--- src/rtl/decode.sv ---
// decode: RV32I decode stage with registered outputs and load-use bubble; CSR ops enabled by DECODE_CSR_EN
module decode #(
    parameter logic [31:0] RESET_PC = 32'h0000_0000
) (
    input  logic        clk,
    input  logic        reset,
    input  logic        in_valid,
    input  logic [31:0] in_instr,
    input  logic [31:0] in_pc,
    input  logic [3:0]  in_exception,
    input  logic        in_exception_valid,
    output logic        stall_up,
    input  logic        stall_down,
    input  logic        flush,
    output logic [4:0]  rf_rs1_addr,
    output logic [4:0]  rf_rs2_addr,
    input  logic [31:0] rf_rs1_data,
    input  logic [31:0] rf_rs2_data,
    output logic        out_valid,
    output logic [31:0] out_pc,
    output logic [31:0] out_imm,
    output logic [31:0] out_op1,
    output logic [31:0] out_op2,
    output logic [4:0]  out_rd,
    output logic [2:0]  out_funct3,
    output logic [2:0]  out_class,
    output logic [3:0]  out_alu_op,
    output logic [3:0]  out_exception,
    output logic        out_exception_valid
);
    localparam logic [0:0] IDLE   = 1'b0;
    localparam logic [0:0] BUBBLE = 1'b1;
    logic [0:0]  state;
    logic [4:0]  last_rd;
    logic [6:0]  opc;
    logic [2:0]  f3, cls;
    logic [4:0]  rd, rs1, rs2;
    logic [31:0] imm, imm_i, imm_s, imm_b, imm_u, imm_j;
    logic [3:0]  alu_op;
    logic        is_op, is_opimm, is_fence, is_load, is_store, is_br;
    logic        is_jal, is_jalr, is_lui, is_auipc, is_sys, sys_ok;
    logic        legal, exc_any, use1, use2, hazard, accept;
    assign opc      = in_instr[6:0];
    assign f3       = in_instr[14:12];
    assign rd       = in_instr[11:7];
    assign rs1      = in_instr[19:15];
    assign rs2      = in_instr[24:20];
    assign is_op    = opc == 7'b0110011;
    assign is_opimm = opc == 7'b0010011;
    assign is_fence = opc == 7'b0001111;
    assign is_load  = opc == 7'b0000011;
    assign is_store = opc == 7'b0100011;
    assign is_br    = opc == 7'b1100011;
    assign is_jal   = opc == 7'b1101111;
    assign is_jalr  = opc == 7'b1100111;
    assign is_lui   = opc == 7'b0110111;
    assign is_auipc = opc == 7'b0010111;
    assign is_sys   = opc == 7'b1110011;
`ifdef DECODE_CSR_EN
    assign sys_ok = 1'b1;
`else
    assign sys_ok = f3 == 3'd0;
`endif
    assign legal   = is_op | is_opimm | is_fence | is_load | is_store | is_br | is_jal |
                     is_jalr | is_lui | is_auipc | (is_sys & sys_ok);
    assign exc_any = in_exception_valid | ~legal;
    assign cls     = is_load ? 3'd1 : is_store ? 3'd2 : is_br ? 3'd3 : is_jal ? 3'd4 :
                     is_jalr ? 3'd5 : (is_lui | is_auipc) ? 3'd6 : is_sys ? 3'd7 : 3'd0;
    assign imm_i   = {{20{in_instr[31]}}, in_instr[31:20]};
    assign imm_s   = {{20{in_instr[31]}}, in_instr[31:25], in_instr[11:7]};
    assign imm_b   = {{19{in_instr[31]}}, in_instr[31], in_instr[7], in_instr[30:25], in_instr[11:8], 1'b0};
    assign imm_u   = {in_instr[31:12], 12'd0};
    assign imm_j   = {{11{in_instr[31]}}, in_instr[31], in_instr[19:12], in_instr[20], in_instr[30:21], 1'b0};
    assign imm     = (is_opimm | is_fence | is_load | is_jalr) ? imm_i : is_store ? imm_s :
                     is_br ? imm_b : (is_lui | is_auipc) ? imm_u : is_jal ? imm_j :
                     is_sys ? {20'd0, in_instr[31:20]} : 32'd0;
    assign alu_op  = {in_instr[30] & ~(is_opimm & f3 != 3'd1 & f3 != 3'd5), f3};
    // CSR immediate forms (funct3[2]=1) carry a uimm, not a register, in the rs1 field
    assign use1    = legal & (is_op | is_opimm | is_load | is_store | is_br | is_jalr |
                     (is_sys & f3 != 3'd0 & ~f3[2]));
    assign use2    = is_op | is_store | is_br;
    assign hazard  = state == IDLE & last_rd != 5'd0 &
                     ((use1 & rs1 == last_rd) | (use2 & rs2 == last_rd));
    assign stall_up    = ~flush & (stall_down | (hazard & in_valid));
    assign accept      = in_valid & ~stall_up & ~flush;
    assign rf_rs1_addr = rs1;
    assign rf_rs2_addr = rs2;
    // Output bundle, hazard FSM and last-issued-load tracking
    always_ff @(posedge clk) begin
        if (reset) begin
            out_valid           <= 1'b0;
            out_exception_valid <= 1'b0;
            out_exception       <= 4'd0;
            out_pc              <= RESET_PC;
            out_imm             <= 32'd0;
            out_op1             <= 32'd0;
            out_op2             <= 32'd0;
            out_rd              <= 5'd0;
            out_funct3          <= 3'd0;
            out_class           <= 3'd0;
            out_alu_op          <= 4'd0;
            state               <= IDLE;
            last_rd             <= 5'd0;
        end else if (flush) begin
            out_valid           <= 1'b0;
            out_exception_valid <= 1'b0;
            state               <= IDLE;
            last_rd             <= 5'd0;
        end else if (!stall_down) begin
            out_valid           <= accept;
            out_exception_valid <= accept & exc_any;
            state               <= (hazard & in_valid) ? BUBBLE : IDLE;
            last_rd             <= (accept & is_load & ~exc_any) ? rd : 5'd0;
            if (accept) begin
                out_pc        <= in_pc;
                out_imm       <= imm;
                out_op1       <= rf_rs1_data;
                out_op2       <= rf_rs2_data;
                out_rd        <= (is_store | is_br) ? 5'd0 : rd;
                out_funct3    <= f3;
                out_class     <= cls;
                out_alu_op    <= alu_op;
                out_exception <= in_exception_valid ? in_exception : (legal ? 4'd0 : 4'd2);
            end
        end
    end
endmodule

--- config.mk ---
export PLATFORM = sky130hd
export DESIGN_NAME = decode
export DESIGN_NICKNAME = d
export VERILOG_FILES = /design/src/rtl/decode.sv
export SDC_FILE = /design/constraint.sdc
export NUM_CORES = 1
export LEC_CHECK = 0
export BUFFER_PORTS_ARGS = -buffer_cell sky130_fd_sc_hd__clkbuf_2
export CORE_ASPECT_RATIO = 1.25
export CORE_MARGIN = 2
export CORE_UTILIZATION = 51
export DETAILED_ROUTE_END_ITERATION = 7
export PLACE_DENSITY = 0.94
export SYNTH_ARGS = -nofsm -noshare
export SYNTH_HDL_FRONTEND = slang
export SYNTH_SLANG_ARGS = --single-unit
--- constraint.sdc ---
create_clock -name clk -period 4.2 [get_ports clk]
set_input_delay 0.42 -clock clk [delete_from_list [all_inputs] [get_ports clk]]
set_output_delay 0.42 -clock clk [all_outputs]
set_load 0.01 [all_outputs]
==> results of run 1 <==
sequential cells by signal, summed over array words and instances (netlist names), 2 cells and up:
signal	cells
out_op2	32
out_funct3	2
out_alu_op	2
out_pc	32
out_imm	32
out_op1	32
out_rd	5
out_exception	4
out_class	3
last_rd	5
critical path, stage by stage:
cell and delay, ns:
clkbuf_2 0.12, and3b_1 0.31, and3_1 0.47, or2_1 0.42
a211oi_4 0.11, o22ai_1 0.33, nor2_1 0.07, nor2_1 0.10
clkbuf_2 0.15
logic make-up (layout without fill, tap and decap cells):
| group | after synthesis | count (layout) |
|---|---|---|
| muxes | 2 | 2 |
| DFF | 152 | 152 |
| buffers and inverters | 112 | 363 |
| xor gates and xnor gates | 10 | 10 |
| and+or+nand+nor | 190 | 190 |
| AOI/OAI and AO/OA | 304 | 304 |
area by class of cell:
type / instances / area, um^2 / share of cell area
inverters: 19 / 71.3 / 0.00840
clock buffers: 20 / 437 / 0.0514
well taps: 168 / 210 / 0.0248
clock inverters: 12 / 141 / 0.0167
flip-flops and latches: 152 / 3040 / 0.358
multi-input cells: 506 / 2970 / 0.350
repair buffers: 312 / 1610 / 0.190
placed cells by master (no fill, tap or decap), types with 3 or more instances in the layout:
master,instances
nand2_1,31
a21oi_1,113
clkbuf_16,17
xor2_1,5
a211oi_1,10
nand3_1,100
nor2_1,9
nand4_1,12
o21a_1,3
xnor2_1,5
o22ai_1,4
buf_4,15
inv_6,4
inv_1,18
a221oi_2,11
nor3_1,16
o21ai_1,38
o211a_1,4
a22o_1,5
o21ai_0,81
o41ai_2,3
dfxtp_1,152
nand3b_1,3
clkbuf_1,3
o211ai_1,6
a22oi_1,4
clkbuf_2,296
o31ai_1,4
clkinvlp_4,5
power by group through the flow:
stage	clock, mW	combinational, mW	sequential [mW]
floorplan	0	0.218	1.61
global placement	0	0.436	1.58
detailed placement	0	0.445	1.58
CTS	1.53	0.449	1.55
global route	1.57	0.491	1.56
finish	1.51	0.452	1.55
path summary, 6_finish.rpt:
check | startpoint | endpoint | depth (start not counted) | slack [ns]
worst max-delay path | in_instr[3] | stall_up | 9 | 1.27
worst min-delay path | rf_rs1_data[17] | out_op1[17] | 3 | 0.24
worst max register to register | last_rd[0] | out_imm[20] | 7 | 1.54
worst min register to register | out_imm[6] | out_imm[6] | 2 | 0.46
through the flow:
stage | util | cell area (um^2) | std cells
after floorplan | - | 6530 | 770
after global placement | 0.628 | 7910 | 1157
after detailed placement | 0.628 | 7910 | 1157
after CTS | 0.674 | 8490 | 1189
after global routing | 0.674 | 8490 | 1189
final | 0.674 | 8490 | 1189
routing by layer:
| metal | up-vias | part of all wire | wire length, um | GRT usage |
|---|---|---|---|---|
| met4 | 0 | 0.037 | 794 | 0.139 |
| li1 | 3269 | - | - | - |
| met3 | 72 | 0.080 | 1700 | 0.0694 |
| met2 | 394 | 0.51 | 10900 | 0.500 |
| met1 | 3302 | 0.37 | 7960 | 0.347 |
| met5 | - | 0 | 0 | 0 |
==> impl_metrics.csv, run 1 <==
group,metric,value,unit
clock_tree,cts_max_level,4,
timing,final-setup-viol-count,0,
timing,period_share,0.697,
power_and_ir_drop,p_sw_frac,0.266,
routing,drtIter0Drc,426,
floorplan,die_h,131,um
placed_design,io_buffers,297,
floorplan,core_area,0.0126,mm^2
power_and_ir_drop,ir_drop,0.000215,V
synthesis,ys_async_sr_fraction,0,
timing,tightestPinTransition,0.806,ns
clock_tree,cts_buffer_depth,2,
floorplan,io_pins,298,
synthesis,synth_most_common_cell,"dfxtp_1",
synthesis,synth_edf_count,0,
outcome,outcome,"completed",
floorplan,rows,46,
clock_tree,ctsHoldBuffers,0,
placed_design,dp_hpwl,14500,um
power_and_ir_drop,power,3.51,mW
routing,finalWirelength,21300,um
synthesis,yosys.area.top_type,"dfxtp_1",
global_route,grt_pass1_wl,32100,um
synthesis,synthesis.area,0.00653,mm^2
synthesis,synth_top_family_by_area,"compound AO/OA/AOI/OAI gates",
clock_tree,post_cts_resized,0,
power_and_ir_drop,combPwrFrac,0.129,
hold_path,hold_path.class,"in2reg",
timing,holdWs,0.237,ns
synthesis,synth_compound_area_frac,0.289,
job,maxCapViolations,0,
power_and_ir_drop,power_leakage,3.67,nW
synthesis,ys_seq_area_frac,0.466,
synthesis,muxShareOfSynthArea,0.00307,
floorplan,die_w,105,um
cells_and_area,fillerInstances,1039,
synthesis,ys_types,60,
cells_and_area,drive_gt1_frac,0.357,
synthesis,synth_xor_area_frac,0.0134,
clock_tree,cts_tree,"built",
synthesis,synth.top_cell.area_share,0.466,
clock_tree,cts_buffers,17,
routing,ant_nets,0,
setup_path,crit_fanout,14,
synthesis,syn_inst,770,
clock_tree,clk_pin_slew,0.06,ns
synthesis,ys.flop_type,"dfxtp_1",
power_and_ir_drop,seq_power_share,0.442,
synthesis,yosys_warnings,0,
synthesis,syn_area_per_cell,8.48,um^2
synthesis,synth-adder-area-share,0,
global_route,grt_use_total,0.292,
synthesis,synthSimpleGateAreaFrac,0.147,
setup_path,start_kind,"primary input",
cells_and_area,fin_nets,1146,
setup_path,endpoint_kind,"primary output",
routing,dr.pass1.iters,6,
routing,route.vias.total,7037,
synthesis,synthTopCellsByArea,"dfxtp_1, a21oi_1, nand3_1",
setup_path,crit_type,"in2out",
clock_tree,root_buffer,"clkbuf_16",
timing,worst_slack,1.27,ns
timing,fin_crit,2.93,ns
clock_tree,clk_latency,0.41,ns
global_route,gr-total-overflow,0,
synthesis,synth_nets,908,
synthesis,ys_ff_latch,152,
clock_tree,cts_sinks,152,
routing,avgViaCountPerCell,5.92,
routing,remaining_drc_errors,0,
global_route,grt_max_degree,94,
timing,rsz0062_at_grt,"no",
power_and_ir_drop,clkPwrFrac,0.429,
global_route,antenna_found_initial,0,
setup_path,worst_ep_required_time,3.78,ns
global_route,grt_pass1_vias,6413,
timing,relSlewSlack,0.463,
power_and_ir_drop,intPower,2.58,mW
placed_design,pre_cts_ws,0.976,ns
placed_design,gp_congestion,0.890,
cells_and_area,area_delta_synth_final,30.0,%
synthesis,netlist_top_cells_count,"dfxtp_1, a21oi_1, nand3_1",
setup_path,worst_ep_arrival_time,2.51,ns
clock_tree,postCtsSetupBuffers,0,
timing,slew_violations,0,
floorplan,dieArea,0.0137,mm^2
power_and_ir_drop,power_density,414,mW/mm^2
timing,fin_skew,0.00964,ns
timing,fmax,342,MHz
routing,routedWlPerCell,17.9,um
cells_and_area,diodes,0,
power_and_ir_drop,p_sw,0.935,mW
timing,hold_violations,0,
timing,fin_tns_setup,0,ns
floorplan,start_util,0.518,
(Power assumes the default switching activity.)
==> run 2: changes to the inputs <==
--- a/config.mk
+++ b/config.mk
@@ -8,9 +8,9 @@
 export BUFFER_PORTS_ARGS = -buffer_cell sky130_fd_sc_hd__clkbuf_2
 export CORE_ASPECT_RATIO = 1.25
 export CORE_MARGIN = 2
-export CORE_UTILIZATION = 51
+export CORE_UTILIZATION = 43
 export DETAILED_ROUTE_END_ITERATION = 7
-export PLACE_DENSITY = 0.94
+export PLACE_DENSITY = 0.85
 export SYNTH_ARGS = -nofsm -noshare
 export SYNTH_HDL_FRONTEND = slang
 export SYNTH_SLANG_ARGS = --single-unit
==> constraint.sdc (replaced) <==
create_clock -name clk -period 2.45 [get_ports clk]
set_input_delay 0.245 -clock clk [delete_from_list [all_inputs] [get_ports clk]]
set_output_delay 0.245 -clock clk [all_outputs]
set_load 0.01 [all_outputs]
==> impl_metrics.csv, run 2 (same netlist as run 1, synthesis figures left out) <==
group,metric,value,unit
routing,remaining_drc_errors,0,
floorplan,dieArea,0.0162,mm^2
timing,relSlewSlack,0.520,
clock_tree,clk_latency,0.41,ns
timing,worst_slack,0.0684,ns
power_and_ir_drop,power_leakage,3.84,nW
timing,final-setup-viol-count,0,
floorplan,io_pins,298,
timing,fin_skew,0.0118,ns
placed_design,dp_hpwl,14900,um
setup_path,endpoint_kind,"primary output",
cells_and_area,area_delta_synth_final,34.9,%
cells_and_area,drive_gt1_frac,0.373,
routing,route.vias.total,6961,
setup_path,crit_path_top_delay_cell,"a2111oi_1",
job,maxCapViolations,0,
cells_and_area,diodes,0,
timing,fin_crit,2.38,ns
cells_and_area,fin_util,0.592,
floorplan,die_w,114,um
power_and_ir_drop,p_sw,1.58,mW
floorplan,start_util,0.439,
cells_and_area,fin_nets,1168,
timing,fmax,420,MHz
global_route,grt_use_total,0.252,
cells_and_area,design_area,0.00881,mm^2
power_and_ir_drop,p_sw_frac,0.263,
routing,avgViaCountPerCell,5.68,
setup_path,worst_ep_required_time,2.20,ns
power_and_ir_drop,seq_power_share,0.443,
global_route,gr-total-overflow,0,
clock_tree,root_buffer,"clkbuf_16",
global_route,grt_max_degree,71,
routing,drtIter0Drc,477,
routing,dr.pass1.iters,5,
power_and_ir_drop,ir_drop,0.000392,V
setup_path,worstPathCellList,"xor2_1 > a2111oi_1 > nand4_1 > o22ai_2 > nor2_1 > nor2_1 > clkbuf_2",
outcome,outcome,"completed",
routing,routedWlPerCell,17.3,um
floorplan,core_area,0.0149,mm^2
floorplan,rows,50,
placed_design,post_dp_cell_area,0.00821,mm^2
placed_design,io_buffers,297,
floorplan,die_h,142,um
timing,period_share,0.972,
global_route,grt_pass1_wl,32700,um
clock_tree,cts_buffer_depth,2,
power_and_ir_drop,power,6.00,mW
routing,finalWirelength,21200,um
clock_tree,cts_tree,"built",
setup_path,critPathMostFrequentCell,"nor2_1",
global_route,antenna_found_initial,0,
clock_tree,ctsHoldBuffers,0,
global_route,grt_pass1_vias,6423,
power_and_ir_drop,combPwrFrac,0.136,
setup_path,reg2reg_slack,0.09,ns
routing,ant_nets,0,
power_and_ir_drop,clkPwrFrac,0.420,
setup_path,crit_fanout,4,
clock_tree,cts_max_level,4,
setup_path,cpPeakStageDelay,0.46,ns
clock_tree,cts_sinks,152,
power_and_ir_drop,intPower,4.42,mW
power_and_ir_drop,power_density,681,mW/mm^2
setup_path,worst_ep_arrival_time,2.14,ns
timing,tightestPinTransition,0.719,ns
setup_path,start_kind,"flip-flop",
timing,slew_violations,0,
cells_and_area,layout_common_cells,"clkbuf_2, dfxtp_1, a21oi_1",
cells_and_area,fillerInstances,1318,
timing,fin_tns_setup,0,ns
placed_design,pre_cts_ws,-0.103,ns
setup_path,crit_type,"reg2out",
timing,hold_violations,0,
cells_and_area,final_common_cell,"clkbuf_2",
clock_tree,cts_buffers,17,
placed_design,gp_congestion,0.870,
clock_tree,clk_pin_slew,0.06,ns
hold_path,hold_path.class,"in2reg",
-- run 2: cell count changes in the layout (fill, tap and decap cells not counted), sizes merged --
cell / delta
buf: +22
clkinv: +5
clkinvlp: -3
inv: -3
clkbuf: +2
bufinv: -1
-- run 2: cell type report --
class / count / area, um^2 / area share
Clock inverter: 10 / 95.1 / 0.0108
Sequential cell: 152 / 3040 / 0.346
Timing Repair Buffer: 334 / 1900 / 0.216
Inverter: 19 / 71.3 / 0.00810
Clock buffer: 22 / 474 / 0.0538
Multi-Input combinational cell: 506 / 2990 / 0.340
Tap cell: 182 / 228 / 0.0259
-- run 2: per-layer routing --
layer / wire length (um) / track usage
met5: 0 / 0
met4: 665 / 0.114
met3: 1300 / 0.0568
met2: 10600 / 0.411
met1: 8630 / 0.318
-- run 2: power groups by stage --
stage	sequential, mW	clock, mW	combinational (mW)
after floorplan	2.77	0	0.373
after CTS	2.66	2.56	0.816
after global routing	2.67	2.66	0.892
after global placement	2.71	0	0.798
final	2.66	2.52	0.819
after detailed placement	2.71	0	0.812
-- run 2: critical path, delay by kind of cell, from the launching register on --
| kind | cells | cell delay (ns) |
|---|---|---|
| compound gates | 2 | 0.67 |
| simple gates | 3 | 0.37 |
| flops | 1 | 0.35 |
| xor+xnor | 1 | 0.17 |
| buf+inv | 1 | 0.15 |
-- run 2: worst paths after layout --
check         startpoint          end  cells after the start
max           last_rd[1]     stall_up                      7
min                flush        state                      2
max reg2reg   last_rd[1]   out_op2[8]                      8
min reg2reg  out_imm[25]  out_imm[25]                      2
-- run 2: through the flow --
stage          std cells  hold WS (ns)
4_1_cts             1225        0.0272
2_1_floorplan        770         0.324
6_report            1225        0.0469
3_5_place_dp        1192         0.452
3_3_place_gp        1192         0.447
5_1_grt             1225        0.0417
-- run 2: timing repair --
action	CTS	global route
setup buffers	1	0
gates cloned	0	0
pin swaps	1	0
endpoints found under the setup margin	1	3
gates resized for setup	1	3
